--- src/rtl/vga_frame_arbiter.sv ---
// vga_frame_arbiter
// Arbitrates the single SDRAM burst command port between the camera write
// path and the VGA read path, generates burst start addresses and manages a
// ping-pong frame store so the display only ever reads a completed frame.
//
// Ports:
//   clk, rst_n          clock, synchronous active-high reset (asserted = 1)
//   init_done           SDRAM initialised; no command is issued while 0
//   wr_req              camera FIFO holds at least one burst
//   wr_frame_start      camera vsync pulse
//   rd_req              VGA FIFO refill request (level)
//   rd_frame_start      VGA vsync pulse
//   cmd_valid/cmd_write/cmd_bank/cmd_addr/cmd_len   burst command
//   cmd_ack             command accepted
//   cmd_done            burst data phase finished (pulse)
//   wbuf, rbuf          buffer currently written / read
//   busy                arbiter not idle
module vga_frame_arbiter #(
   parameter int unsigned BURST_LEN   = 256,
   parameter int unsigned FRAME_WORDS = 307200,
   parameter int unsigned ADDR_W      = 22
) (
   input  logic              clk,
   input  logic              rst_n,
   input  logic              init_done,
   input  logic              wr_req,
   input  logic              wr_frame_start,
   input  logic              rd_req,
   input  logic              rd_frame_start,
   output logic              cmd_valid,
   output logic              cmd_write,
   output logic [1:0]        cmd_bank,
   output logic [ADDR_W-1:0] cmd_addr,
   output logic [8:0]        cmd_len,
   input  logic              cmd_ack,
   input  logic              cmd_done,
   output logic              wbuf,
   output logic              rbuf,
   output logic              busy
);

   localparam logic [1:0] IDLE  = 2'd0;
   localparam logic [1:0] ISSUE = 2'd1;
   localparam logic [1:0] WAIT  = 2'd2;

   localparam logic [ADDR_W-1:0] BURST_STEP = ADDR_W'(BURST_LEN);
   localparam logic [ADDR_W-1:0] FRAME_END  = ADDR_W'(FRAME_WORDS);

   logic [1:0]        state;
   logic              last_grant;  // 1 = last grant was a write
   logic [ADDR_W-1:0] wr_ptr, rd_ptr;
   logic              wr_full, done_buf, done_valid, wr_pend, rd_pend;

   logic [ADDR_W-1:0] wr_ptr_n, rd_ptr_n;
   logic              wr_full_n, done_buf_n, done_valid_n, wr_pend_n, rd_pend_n;
   logic              wbuf_n, rbuf_n;
   logic              done_evt, apply_wr, apply_rd, wr_grantable, start, grant_w;

   assign cmd_len = 9'(BURST_LEN);
   assign busy    = (state != IDLE);

   always_comb begin
      done_evt = (state == WAIT) && cmd_done;
      // Frame starts act at once in IDLE; otherwise they wait for the burst end.
      apply_rd = ((state == IDLE) && rd_frame_start) ||
                 (done_evt && (rd_pend || rd_frame_start));
      apply_wr = ((state == IDLE) && wr_frame_start) ||
                 (done_evt && (wr_pend || wr_frame_start));

      wr_pend_n = 1'b0;
      rd_pend_n = 1'b0;
      if ((state != IDLE) && !done_evt) begin
         wr_pend_n = wr_pend || wr_frame_start;
         rd_pend_n = rd_pend || rd_frame_start;
      end

      wr_ptr_n     = wr_ptr;
      rd_ptr_n     = rd_ptr;
      wr_full_n    = wr_full;
      done_buf_n   = done_buf;
      done_valid_n = done_valid;
      wbuf_n       = wbuf;
      rbuf_n       = rbuf;

      // Pointer advance; dropped when the same side's frame restarts.
      if (done_evt && cmd_write && !apply_wr) begin
         wr_ptr_n = wr_ptr + BURST_STEP;
         if (wr_ptr_n == FRAME_END) begin
            wr_full_n    = 1'b1;
            done_buf_n   = wbuf;
            done_valid_n = 1'b1;
         end
      end
      if (done_evt && !cmd_write && !apply_rd) begin
         rd_ptr_n = rd_ptr + BURST_STEP;
         if (rd_ptr_n == FRAME_END) begin
            rd_ptr_n = '0;
         end
      end

      // Read side first so a completed write frame never lands on rbuf.
      if (apply_rd) begin
         rd_ptr_n = '0;
         if (done_valid_n) begin
            rbuf_n = done_buf_n;
         end
      end
      if (apply_wr) begin
         wr_ptr_n  = '0;
         wr_full_n = 1'b0;
         if (wr_full) begin
            wbuf_n = ~rbuf_n;
         end
      end

      wr_grantable = wr_req && !wr_full_n;
      start        = (state == IDLE) && init_done && (wr_grantable || rd_req);
      grant_w      = wr_grantable && (!rd_req || !last_grant);
   end

   always_ff @(posedge clk) begin
      if (rst_n) begin
         state      <= IDLE;
         last_grant <= 1'b1;
         wr_ptr     <= '0;
         rd_ptr     <= '0;
         wr_full    <= 1'b0;
         done_buf   <= 1'b0;
         done_valid <= 1'b0;
         wr_pend    <= 1'b0;
         rd_pend    <= 1'b0;
         wbuf       <= 1'b0;
         rbuf       <= 1'b0;
         cmd_valid  <= 1'b0;
         cmd_write  <= 1'b0;
         cmd_bank   <= 2'b00;
         cmd_addr   <= '0;
      end else begin
         wr_ptr     <= wr_ptr_n;
         rd_ptr     <= rd_ptr_n;
         wr_full    <= wr_full_n;
         done_buf   <= done_buf_n;
         done_valid <= done_valid_n;
         wr_pend    <= wr_pend_n;
         rd_pend    <= rd_pend_n;
         wbuf       <= wbuf_n;
         rbuf       <= rbuf_n;
         case (state)
            IDLE: begin
               if (start) begin
                  state      <= ISSUE;
                  cmd_valid  <= 1'b1;
                  cmd_write  <= grant_w;
                  cmd_bank   <= {1'b0, grant_w ? wbuf_n : rbuf_n};
                  cmd_addr   <= grant_w ? wr_ptr_n : rd_ptr_n;
                  last_grant <= grant_w;
               end
            end
            ISSUE: begin
               if (cmd_ack) begin
                  cmd_valid <= 1'b0;
                  state     <= WAIT;
               end
            end
            WAIT: begin
               if (cmd_done) begin
                  state <= IDLE;
               end
            end
            default: state <= IDLE;
         endcase
      end
   end

endmodule

--- config.mk ---
export PLATFORM = sky130hd
export DESIGN_NAME = vga_frame_arbiter
export DESIGN_NICKNAME = d
export VERILOG_FILES = /design/src/rtl/vga_frame_arbiter.sv
export SDC_FILE = /design/constraint.sdc
export NUM_CORES = 1
export LEC_CHECK = 0
export CELL_PAD_IN_SITES_DETAIL_PLACEMENT = 1
export CELL_PAD_IN_SITES_GLOBAL_PLACEMENT = 2
export CORE_AREA = 2 2 80 159
export DETAILED_ROUTE_END_ITERATION = 10
export DIE_AREA = 0 0 82 161
export GPL_ROUTABILITY_DRIVEN = 1
export PLACE_DENSITY_LB_ADDON = 0.1
export SETUP_SLACK_MARGIN = 0.05
export SLEW_MARGIN = 20
export SYNTH_ARGS = -nofsm -noshare
export SYNTH_HDL_FRONTEND = slang
export SYNTH_SLANG_ARGS = --single-unit
--- constraint.sdc ---
create_clock -name clk -period 3.49 [get_ports clk]
set_clock_uncertainty 0.05 [all_clocks]
set_input_delay 0.698 -clock clk [delete_from_list [all_inputs] [get_ports clk]]
set_output_delay 0.698 -clock clk [all_outputs]
set_load 0.05 [all_outputs]
* Yosys cells after proc, flatten, opt, wreduce, memory -nomap -nowiden
Cells that the tools add are included.
** Storage, ports and cells
- Bits in registers :: 79
- Bits of input ports :: 9
- Output and inout port bits :: 38
- Logic and storage cells :: 85
** Operators by class
- Add/sub/neg operators :: 2
- Eq/ne operators :: 7
- Mux-type cells :: 25
- Bitwise operators :: 2
- Reduce and logical (&&, ||, !) cells :: 34
** Operator list (number)
- $mux 22 :: 6
- $add 22x9->22 const B :: 2
- $eq 22x19->1 const B :: 2
- $logic_and 1x1->1 :: 14
- $mux 1 :: 14
- $logic_not 1->1 :: 7
- $logic_or 1x1->1 :: 6
- $mux 2 :: 3
- $ne 2x2->1 const B :: 3
- $pmux 2 s3 :: 1
- $reduce_and 3->1 :: 2
- $reduce_bool 2->1 :: 2
- $eq 2x1->1 const B :: 1
- $eq 2x2->1 const B :: 1
- $logic_not 2->1 :: 1
- $not 1->1 :: 2
- $pmux 1 s2 :: 1
- $reduce_and 2->1 :: 1
- $reduce_or 2->1 :: 1

* Depth between registers and ports, before layout
Gate-level depths: netlist of run 1.
- Word-level depth :: 14
- Gate-level depth with buffers :: 11
- Depth with buffers taken out :: 9

* Worst setup path before layout of run 1
No wires, ideal clock.
- Kind :: in2reg
- From :: input port cmd_done
- To :: register cmd_addr[11]
- Setup time :: 0.139 ns
- Arrival :: 2.612 ns
- Data required time :: 3.301 ns
- Slack :: 0.690 ns
- Stages :: 10
- Buffers on the path :: 2
- Cell sequence :: and3b_1 > and3_1 > buf_4 > o2111ai_1 > a2111o_1 > o31a_1 > o211a_1 > buf_2 > nor2_1 > a211oi_2
** On the way
- Cells in the longest elaborated chain, start to end :: 12
- Elaborated cells between the ends (all ways) :: 24
- Those cells by class :: mux (7); reduce/logical (17)
** Ends and longest elaborated chain
- start, declared :: line 36 : input logic cmd_done,
- $logic_and 1x1->1 (*) :: line 63 : done_evt = (state == WAIT) && cmd_done;
- $logic_and 1x1->1 :: line 68 : (done_evt && (wr_pend || wr_frame_start));
- $logic_or 1x1->1 :: line 67 : apply_wr = ((state == IDLE) && wr_frame_start) ||
- $logic_not 1->1 :: line 86 : if (done_evt && cmd_write && !apply_wr) begin
- $logic_and 1x1->1 :: line 86
- $mux 1 :: line 86
- $mux 1 :: line 108 : if (apply_wr) begin
- $logic_not 1->1 :: line 116 : wr_grantable = wr_req && !wr_full_n;
- $logic_and 1x1->1 :: line 116
- $logic_or 1x1->1 :: line 117 : start = (state == IDLE) && init_done && (wr_grantable || rd_req);
- $logic_and 1x1->1 :: line 117
- $reduce_and 2->1 (no line)
- end signal, assigned :: line 155 : cmd_addr <= grant_w ? wr_ptr_n : rd_ptr_n;
- end, declared :: line 33 : output logic [ADDR_W-1:0] cmd_addr,
Mark *: on every way between the ends. The rest lies on a longest branch, timed or not.
A chain may end at the register's enable or synchronous reset.

* Worst setup path after layout of run 1
- From :: input port cmd_done
- To :: register cmd_addr[8]
The elaborated chain is that of the path after synthesis.

==> results of run 1 <==
==> critical path: stages <==
cell and delay (ns):
clkdlybuf4s50_1 0.49, and3b_1 0.19, and3_1 0.20, o2111ai_1 0.11
a2111o_1 0.47, o311ai_4 0.38, buf_12 0.24, nor3_1 0.07
a211oi_1 0.28, nor3_2 0.07
==> flip-flops by register name, indices dropped and copies added (netlist names), 2 cells and up <==
signal and flops:
cmd_addr 22, wr_ptr 22, rd_ptr 22, state 2
==> per-layer routing <==
layer / track usage, % / up-vias
li1: - / 1737
met3: 3.02 / 19
met4: 8.03 / 0
met1: 24.1 / 1650
met5: 0 / -
met2: 34.1 / 64
==> kinds of logic (layout without fill, tap and decap cells) <==
logic type / after synthesis / count (layout) / synth area share [%]
xor gates and xnor gates: 33 / 33 / 7.25
buffers and inverters: 41 / 78 / 5.52
other: 2 / 10 / 0.188
adders and majority gates: 4 / 4 / 1.25
DFF: 79 / 79 / 39.6
muxes: 1 / 1 / 0.251
and+or+nand+nor: 236 / 236 / 30.2
AOI/OAI and AO/OA: 74 / 74 / 15.7
==> report_power, final <==
part           internal, mW  switching (mW)
clock network         0.650           0.395
logic                 0.109           0.234
registers             0.928          0.0180
==> layout make-up <==
cell class                 instances  area, um2  share of cell area (%)
sequential                        79       1580                    32.4
multi-input combinational        358       2220                    45.4
tap                              147        184                    3.76
clock buffer                      10        239                    4.89
inverter                           4       15.0                   0.307
clock inverter                     6       92.6                    1.89
timing repair buffer              58        558                    11.4
==> stage by stage <==
| stage | cell area, um2 | total power, mW |
|---|---|---|
| floorplan | 4020 | 1.20 |
| global placement | 4560 | 1.31 |
| detailed placement | 4560 | 1.31 |
| CTS | 4890 | 2.36 |
| global route | 4890 | 2.42 |
| finish | 4890 | 2.33 |
==> synthesized netlist by cell type, drive strengths merged, types with 2 or more instances <==
library cell  number  share of area, %
dfxtp             79                40
nor2              66               6.2
nor3              60               8.5
nand2             36               3.4
buf               23               3.8
a21oi             20               2.7
and2              20               3.1
xnor2             18               4.0
xor2              15               3.3
a211oi            14               4.1
clkbuf            14               1.3
nand3             13               1.6
a221oi             7               1.5
and3               7               1.1
nand4              7               1.1
nor2b              5              0.78
nor4               5              0.78
and4               4              0.88
ha                 4               1.3
inv                4              0.38
o21ai              4              0.50
a311oi             3              0.66
o311ai             3               1.1
a211o              2              0.44
a21o               2              0.38
a31oi              2              0.31
conb               2              0.19
nand2b             2              0.31
nor4b              2              0.44
o211ai             2              0.50
o21a               2              0.38
==> worst min-delay path by stage <==
stage | from | endpoint | slack (ns) | cells after the start
2_1_floorplan | rd_ptr[2] | rd_ptr[2] | 0.37 | 2
3_3_place_gp | cmd_valid | cmd_valid | 0.39 | 2
3_5_place_dp | rd_ptr[2] | rd_ptr[2] | 0.40 | 2
4_1_cts | rd_ptr[2] | rd_ptr[2] | 0.41 | 2
5_1_grt | rd_ptr[2] | rd_ptr[2] | 0.44 | 2
6_report | cmd_valid | cmd_valid | 0.40 | 2
==> summary.txt, run 1 <==
Status
  • Status: complete, no violations

Global route
  • First-pass GRT wire length: 19500 um
  • Largest net degree at the start of global routing: 33
  • Total congestion overflow: 0
  • Initial antenna violation count: 0
  • Vias in the first global route: 3558
  • Total GRT Usage: 19.9%

STA
  • Hold_ws: 0.405 ns
  • Max Clock Freq: 329 MHz
  • Max Slew Vio Count: 0
  • RSZ-0062 raised after global routing: no
  • Worst relative slew slack: 59.0%
  • Final Hold Viols: 0
  • Least-Margin Pin Slew: 0.607 ns
  • Final worst slack: 0.452 ns
  • Min Tclk post-route: 3.04 ns
  • Setup-failing EPs final: 0
  • Setup_tns: 0 ns
  • Ratio of final minimum period to clock period: 87.0%

Run
  • Maxcap violations: 0

Power and ir drop
  • Worst vdd ir: 0.274 mV
  • P_leak: 1.79 nW
  • Pwr/cell area: 478 nW/um2

Floorplan
  • Initial Utilization: 33.3%
  • Die Ht: 161 um
  • Die ar.: 13200 um2
  • Site Rows: 57
  • Ports: 47
  • CORE AREA: 12000 um2
  • Die width: 82 um

Worst setup path
  • Crit path max fanout: 32
  • Reg2reg end: cmd_addr[4]
  • Worst setup path startpoint: cmd_done
  • Setup slack, reg-to-reg: 0.55 ns
  • Worst R2R Start: rd_ptr[13]
  • Crit path to: cmd_addr[8]
  • Setup crit end kind: flop
  • Crit path kind: input port to flop
  • Critical path data arrival time: 3.20 ns
  • R2r worst-path depth: 9
  • Startpoint types: input port
  • Worst EP required: 3.65 ns

Place
  • Placed insts: 646
  • Dpl hpwl: 9210 um
  • Port buffer count: 36
  • Gpl congestion: 0.746
  • Dpl ws: 0.0849 ns

Clocking
  • Hold buffer count at cts: 0
  • CTS Buf Count: 9
  • Number of clock sinks: 79
  • CTS tree: built
  • Worst-Skew Late Latency: 0.34 ns
  • Post_cts resized: 0
  • Buffer count from post-CTS setup fixing: 0
  • Root Buffer: clkbuf_16
  • Clk slew on worst S/H paths: 0.06 ns
  • Clock Tree Buf Depth: 2
  • H-tree Lvls: 3

Synth
  • Yosys cell types: 62
  • Ys async rst share: 0%
  • FF+latch count, synth: 79
  • Total of warnings raised by yosys: 0
  • Synthesized area: 3990 um2
  • Post-synthesis sequential area ratio: 39.6%
  • Synth Flop Type: dfxtp_1
  • Cells after synthesis: 470
  • EDFF count, synth: 0
  • Syn Area/Cell: 8.49 um2

Layout
  • Most frequent cells in the layout: dfxtp_1 (79), nor2_1 (66), nor3_1 (52), nand2_1 (36), clkdlybuf4s50_1 (35)
  • Area Overhead vs Synth: 22.5%
  • Diode count: 0
  • Core occupancy in the finished layout: 40.8%
  • Fillers: 1429
  • Final #Nets: 523
  • Most common cell after layout, fill and taps aside: dfxtp_1
  • Post-Layout Cell Count: 662
  • Share of layout cells above drive strength 1: 12.6%

Route
  • Final ANT Viol Nets: 0
  • WL per Instance: 18.6 um
  • 1st-iter DRT viols: 132
  • Via/cell ratio: 5.24
  • DR WL met3: 334 um
  • Routed wire length: 12300 um
  • Met1 WL: 5360 um
  • DR DRC count: 0
  • Via count: 3470
  • Drt first pass iters: 4
  • Metal2 WL: 6320 um
  • DR top layer: met4

Worst hold path
  • Hold Path Class: flop to flop
Note: power is estimated with default switching activity, not from simulation.
==> run 2, diff against run 1 <==
--- a/config.mk
+++ b/config.mk
@@ -7,9 +7,9 @@
 export LEC_CHECK = 0
 export CELL_PAD_IN_SITES_DETAIL_PLACEMENT = 1
 export CELL_PAD_IN_SITES_GLOBAL_PLACEMENT = 2
-export CORE_AREA = 2 2 80 159
+export CORE_AREA = 2 2 93 184
 export DETAILED_ROUTE_END_ITERATION = 10
-export DIE_AREA = 0 0 82 161
+export DIE_AREA = 0 0 95 186
 export GPL_ROUTABILITY_DRIVEN = 1
 export PLACE_DENSITY_LB_ADDON = 0.1
 export SETUP_SLACK_MARGIN = 0.05
==> summary.txt, run 2 (synthesis gave the netlist of run 1 again) <==
STA
  • Least-Margin Pin Slew: 0.654 ns
  • Max Clock Freq: 318 MHz
  • Worst relative slew slack: 56.4%
  • RSZ-0062 raised after global routing: no
  • Max Slew Vio Count: 0
  • Min Tclk post-route: 3.14 ns
  • Setup-failing EPs final: 0
  • Setup_tns: 0 ns
  • Final Hold Viols: 0
  • Ratio of final minimum period to clock period: 90.1%

Route
  • Via count: 3542
  • WL per Instance: 18.7 um
  • Met1 WL: 5400 um
  • Metal2 WL: 7690 um
  • DR DRC count: 0
  • Via/cell ratio: 4.87
  • Drt first pass iters: 4
  • 1st-iter DRT viols: 72
  • DR WL met3: 176 um
  • Routed wire length: 13600 um
  • Final ANT Viol Nets: 0
  • DR top layer: met4

Worst setup path
  • R2r worst-path depth: 9
  • Worst R2R Start: rd_ptr[13]
  • Crit path kind: flop to flop
  • Startpoint types: flop
  • Setup slack, reg-to-reg: 0.35 ns
  • Setup crit end kind: flop
  • Crit path to: cmd_addr[7]
  • Worst setup path startpoint: rd_ptr[13]
  • Critical path data arrival time: 3.30 ns
  • Reg2reg end: cmd_addr[7]
  • Worst EP required: 3.64 ns
  • Crit path max fanout: 10

Clocking
  • Post_cts resized: 0
  • H-tree Lvls: 3
  • Clock Tree Buf Depth: 2
  • Buffer count from post-CTS setup fixing: 0
  • Worst-Skew Late Latency: 0.34 ns
  • CTS tree: built
  • CTS Buf Count: 9
  • Number of clock sinks: 79
  • Clk slew on worst S/H paths: 0.07 ns
  • Root Buffer: clkbuf_16
  • Hold buffer count at cts: 0

Global route
  • Vias in the first global route: 3708
  • First-pass GRT wire length: 21300 um
  • Largest net degree at the start of global routing: 41
  • Total GRT Usage: 16.4%
  • Total congestion overflow: 0
  • Initial antenna violation count: 0

Power and ir drop
  • Pwr/cell area: 449 nW/um2
  • Worst vdd ir: 0.182 mV
  • P_leak: 1.83 nW

Floorplan
  • Die width: 95 um
  • CORE AREA: 16300 um2
  • Site Rows: 66
  • Ports: 47
  • Die Ht: 186 um
  • Initial Utilization: 24.5%
  • Die ar.: 17700 um2

Place
  • Gpl congestion: 0.767
  • Dpl hpwl: 10600 um
  • Port buffer count: 36
  • Dpl cell area: 4710 um2

Layout
  • Reg area: 1580 um2
  • Final #Nets: 532
  • Top flop regs: cmd_addr (22), rd_ptr (22), wr_ptr (22)
  • Area of the multi-input gates: 2220 um2
  • Fillers: 1916
  • Area Overhead vs Synth: 25.1%
  • Design Area, Final: 4990 um2
  • Most common cell after layout, fill and taps aside: dfxtp_1
  • Most frequent cells in the layout: dfxtp_1 (79), nor2_1 (66), nor3_1 (52), nand2_1 (36), clkdlybuf4s50_1 (35)
  • Share of layout cells above drive strength 1: 14.1%
  • Diode count: 0

Status
  • Status: complete, no violations

Run
  • Maxcap violations: 0

Worst hold path
  • Hold Path Class: flop to flop
## run 2: cell count changes in the layout (fill, tap and decap cells not counted), sizes merged
cell,change
clkbuf,-1
inv,+4
clkinvlp,-1
bufinv,-2
buf,+9
## run 2: cell type report
type / count / area share, %
Clock buffer: 9 / 4.51
Tap cell: 204 / 5.11
Inverter: 4 / 0.301
Multi-Input combinational cell: 358 / 44.4
Timing Repair Buffer: 67 / 12.8
Sequential cell: 79 / 31.7
Clock inverter: 7 / 1.18
## run 2: worst min-delay path by stage
stage / from / endpoint / slack, ns / cells after the start
2_1_floorplan: rd_ptr[2] / rd_ptr[2] / 0.37 / 2
3_3_place_gp: cmd_valid / cmd_valid / 0.41 / 2
3_5_place_dp: cmd_valid / cmd_valid / 0.41 / 2
4_1_cts: cmd_valid / cmd_valid / 0.42 / 2
5_1_grt: cmd_valid / cmd_valid / 0.44 / 2
6_report: cmd_valid / cmd_valid / 0.41 / 2
## run 2: layer usage
metal | up-vias | global-route usage (%)
li1 | 1745 | -
met2 | 36 | 31.1
met5 | - | 0
met4 | 0 | 6.03
met3 | 14 | 1.94
met1 | 1747 | 18.1
## run 2: worst max-delay path: stages (launching register included)
cell and delay, ns:
dfxtp_1 0.48, and4_1 0.38, nand2_1 0.15, or4b_1 0.49, a211o_1 0.38, o31ai_2 0.29
buf_4 0.25, a21oi_2 0.10, a221oi_1 0.37, nor3_2 0.07
## run 2: power breakdown
part	leakage (nW)	switching, mW	internal [mW]
Clock	0.139	0.440	0.497
Sequential	0.641	0.0175	0.928
Combinational	1.05	0.243	0.114
Total	1.83	0.700	1.54
## run 2: metrics by stage
stage / instances / power [mW] / setup slack, ns / util [%] / hold slack [ns]
final: 728 / 2.24 / 0.346 / 30.7 / 0.415
after global routing: 728 / 2.34 / 0.148 / 30.7 / 0.438
after CTS: 728 / 2.28 / 0.298 / 30.7 / 0.423
after detailed placement: 712 / 1.33 / 0.0315 / 28.9 / 0.413
after global placement: 712 / 1.33 / 0.0352 / 28.9 / 0.409
after floorplan: 478 / 1.20 / 0.690 / - / 0.373
==> run 3, diff against run 2 <==
--- a/config.mk
+++ b/config.mk
@@ -8,9 +8,12 @@
 export CELL_PAD_IN_SITES_DETAIL_PLACEMENT = 1
 export CELL_PAD_IN_SITES_GLOBAL_PLACEMENT = 2
 export CORE_AREA = 2 2 93 184
+export CTS_CLUSTER_SIZE = 10
 export DETAILED_ROUTE_END_ITERATION = 10
 export DIE_AREA = 0 0 95 186
 export GPL_ROUTABILITY_DRIVEN = 1
+export HOLD_SLACK_MARGIN = 0.15
+export MAX_ROUTING_LAYER = met4
 export PLACE_DENSITY_LB_ADDON = 0.1
 export SETUP_SLACK_MARGIN = 0.05
 export SLEW_MARGIN = 20
==> summary.txt, run 3 (synthesis gave the netlist of run 1 again) <==
STA
  • Min Tclk post-route: 3.14 ns
  • Max Clock Freq: 319 MHz
  • Max Slew Vio Count: 0
  • Setup-failing EPs final: 0
  • RSZ-0062 raised after global routing: no
  • Ratio of final minimum period to clock period: 89.9%
  • Worst relative slew slack: 56.5%
  • Least-Margin Pin Slew: 0.652 ns
  • Final worst slack: 0.351 ns
  • Final Hold Viols: 0
  • Setup_tns: 0 ns

Global route
  • Total congestion overflow: 0
  • Vias in the first global route: 3715
  • Total GRT Usage: 16.8%
  • Largest net degree at the start of global routing: 41
  • Initial antenna violation count: 0
  • First-pass GRT wire length: 21300 um

Clocking
  • CTS Buf Count: 9
  • Post_cts resized: 0
  • Buffer count from post-CTS setup fixing: 0
  • Clk slew on worst S/H paths: 0.07 ns
  • CTS tree: built
  • H-tree Lvls: 3
  • Hold buffer count at cts: 0
  • Number of clock sinks: 79
  • Worst-Skew Late Latency: 0.34 ns
  • Root Buffer: clkbuf_16
  • Clock Tree Buf Depth: 2

Floorplan
  • Die Ht: 186 um
  • Die ar.: 17700 um2
  • Ports: 47
  • Initial Utilization: 24.5%
  • Site Rows: 66
  • Die width: 95 um
  • CORE AREA: 16300 um2

Route
  • Via/cell ratio: 4.87
  • Routed wire length: 13600 um
  • DR DRC count: 0
  • WL per Instance: 18.6 um
  • Final ANT Viol Nets: 0
  • Via count: 3547
  • 1st-iter DRT viols: 71
  • Drt first pass iters: 4

Worst setup path
  • Setup crit end kind: flop
  • Worst path slowest cell: or4b_1
  • Reg2reg end: cmd_addr[7]
  • Crit path kind: flop to flop
  • Worst R2R Start: rd_ptr[13]
  • Worst EP required: 3.64 ns
  • Crit path max fanout: 10
  • Critical path data arrival time: 3.29 ns
  • R2r worst-path depth: 9
  • Crit path buffers/inverters: 1
  • Setup slack, reg-to-reg: 0.35 ns
  • Crit-path cells: and4_1 -> nand2_1 -> or4b_1 -> a211o_1 -> o31ai_2 -> buf_4 -> a21oi_2 -> a221oi_1 -> nor3_2
  • Delay-heaviest family, CP: compound AO/OA/AOI/OAI gates
  • Crit path largest cell delay: 0.49 ns
  • Startpoint types: flop

Layout
  • Diode count: 0
  • Final #Nets: 532
  • Most common cell after layout, fill and taps aside: dfxtp_1
  • Area Overhead vs Synth: 25.1%
  • Core occupancy in the finished layout: 30.7%
  • Share of layout cells above drive strength 1: 14.1%
  • Top flop regs: cmd_addr (22), rd_ptr (22), wr_ptr (22)
  • Post-Layout Cell Count: 728
  • Most frequent cells in the layout: dfxtp_1 (79), nor2_1 (66), nor3_1 (52), nand2_1 (36), clkdlybuf4s50_1 (35)
  • Design Area, Final: 4990 um2

Power and ir drop
  • P_leak: 1.83 nW
  • Pwr/cell area: 449 nW/um2
  • Worst vdd ir: 0.182 mV

Place
  • Dpl hpwl: 10600 um
  • Dpl ws: 0.0315 ns
  • Gpl congestion: 0.777
  • Dpl cell area: 4710 um2
  • Port buffer count: 36
  • Placed insts: 712

Worst hold path
  • Hold Path End: cmd_valid
  • Hold path start: cmd_valid
  • Hold Path Cell Cnt: 2
  • Hold Path Class: flop to flop

Run
  • Maxcap violations: 0

Status
  • Status: complete, no violations
-- run 3: cell counts in the layout (fill, tap and decap cells not counted) --
No cell type changed its count.
-- run 3: routing by layer --
metal,vias up,track usage (%),part of all wire (%)
met5,-,-,0
met4,0,6.03,2.4
met3,14,1.94,1.3
met2,37,31.2,57
met1,1744,17.9,40
li1,1752,-,-
-- run 3: final cells by class --
cell class | instances | area (um2)
fillers | 1916 | 11300
multi-input cells | 358 | 2220
flip-flops and latches | 79 | 1580
repair buffers | 67 | 638
well taps | 204 | 255
clock buffers | 9 | 225
clock inverters | 7 | 58.8
inverters | 4 | 15.0
-- run 3: how the worst max path moves through the flow --
| stage | startpoint | end | slack, ns | cells past startpoint |
|---|---|---|---|---|
| 3_5_place_dp | cmd_done | cmd_addr[6] | 0.03 | 10 |
| 4_1_cts | rd_ptr[13] | cmd_addr[6] | 0.30 | 9 |
| 5_1_grt | rd_ptr[13] | cmd_addr[4] | 0.15 | 9 |
| 3_3_place_gp | cmd_done | cmd_addr[3] | 0.04 | 10 |
| 2_1_floorplan | cmd_done | cmd_addr[11] | 0.69 | 10 |
| 6_report | rd_ptr[13] | cmd_addr[7] | 0.35 | 9 |
-- run 3: tightest hold or removal path, cell delays in order, from the launching register on --
cell and delay (ns):
dfxtp_1 0.31, nand2_1 0.05, a21oi_1 0.06
-- run 3: power breakdown --
group,switching [mW],total [mW],internal [mW]
combinational,0.243,0.357,0.114
sequential,0.0176,0.945,0.928
clock,0.439,0.936,0.497
total,0.700,2.24,1.54
-- run 3: stage by stage --
step,hold WS (ns),power [mW]
after floorplan,0.373,1.20
after global placement,0.409,1.33
after detailed placement,0.413,1.33
after CTS,0.423,2.28
after global routing,0.438,2.33
final,0.416,2.24
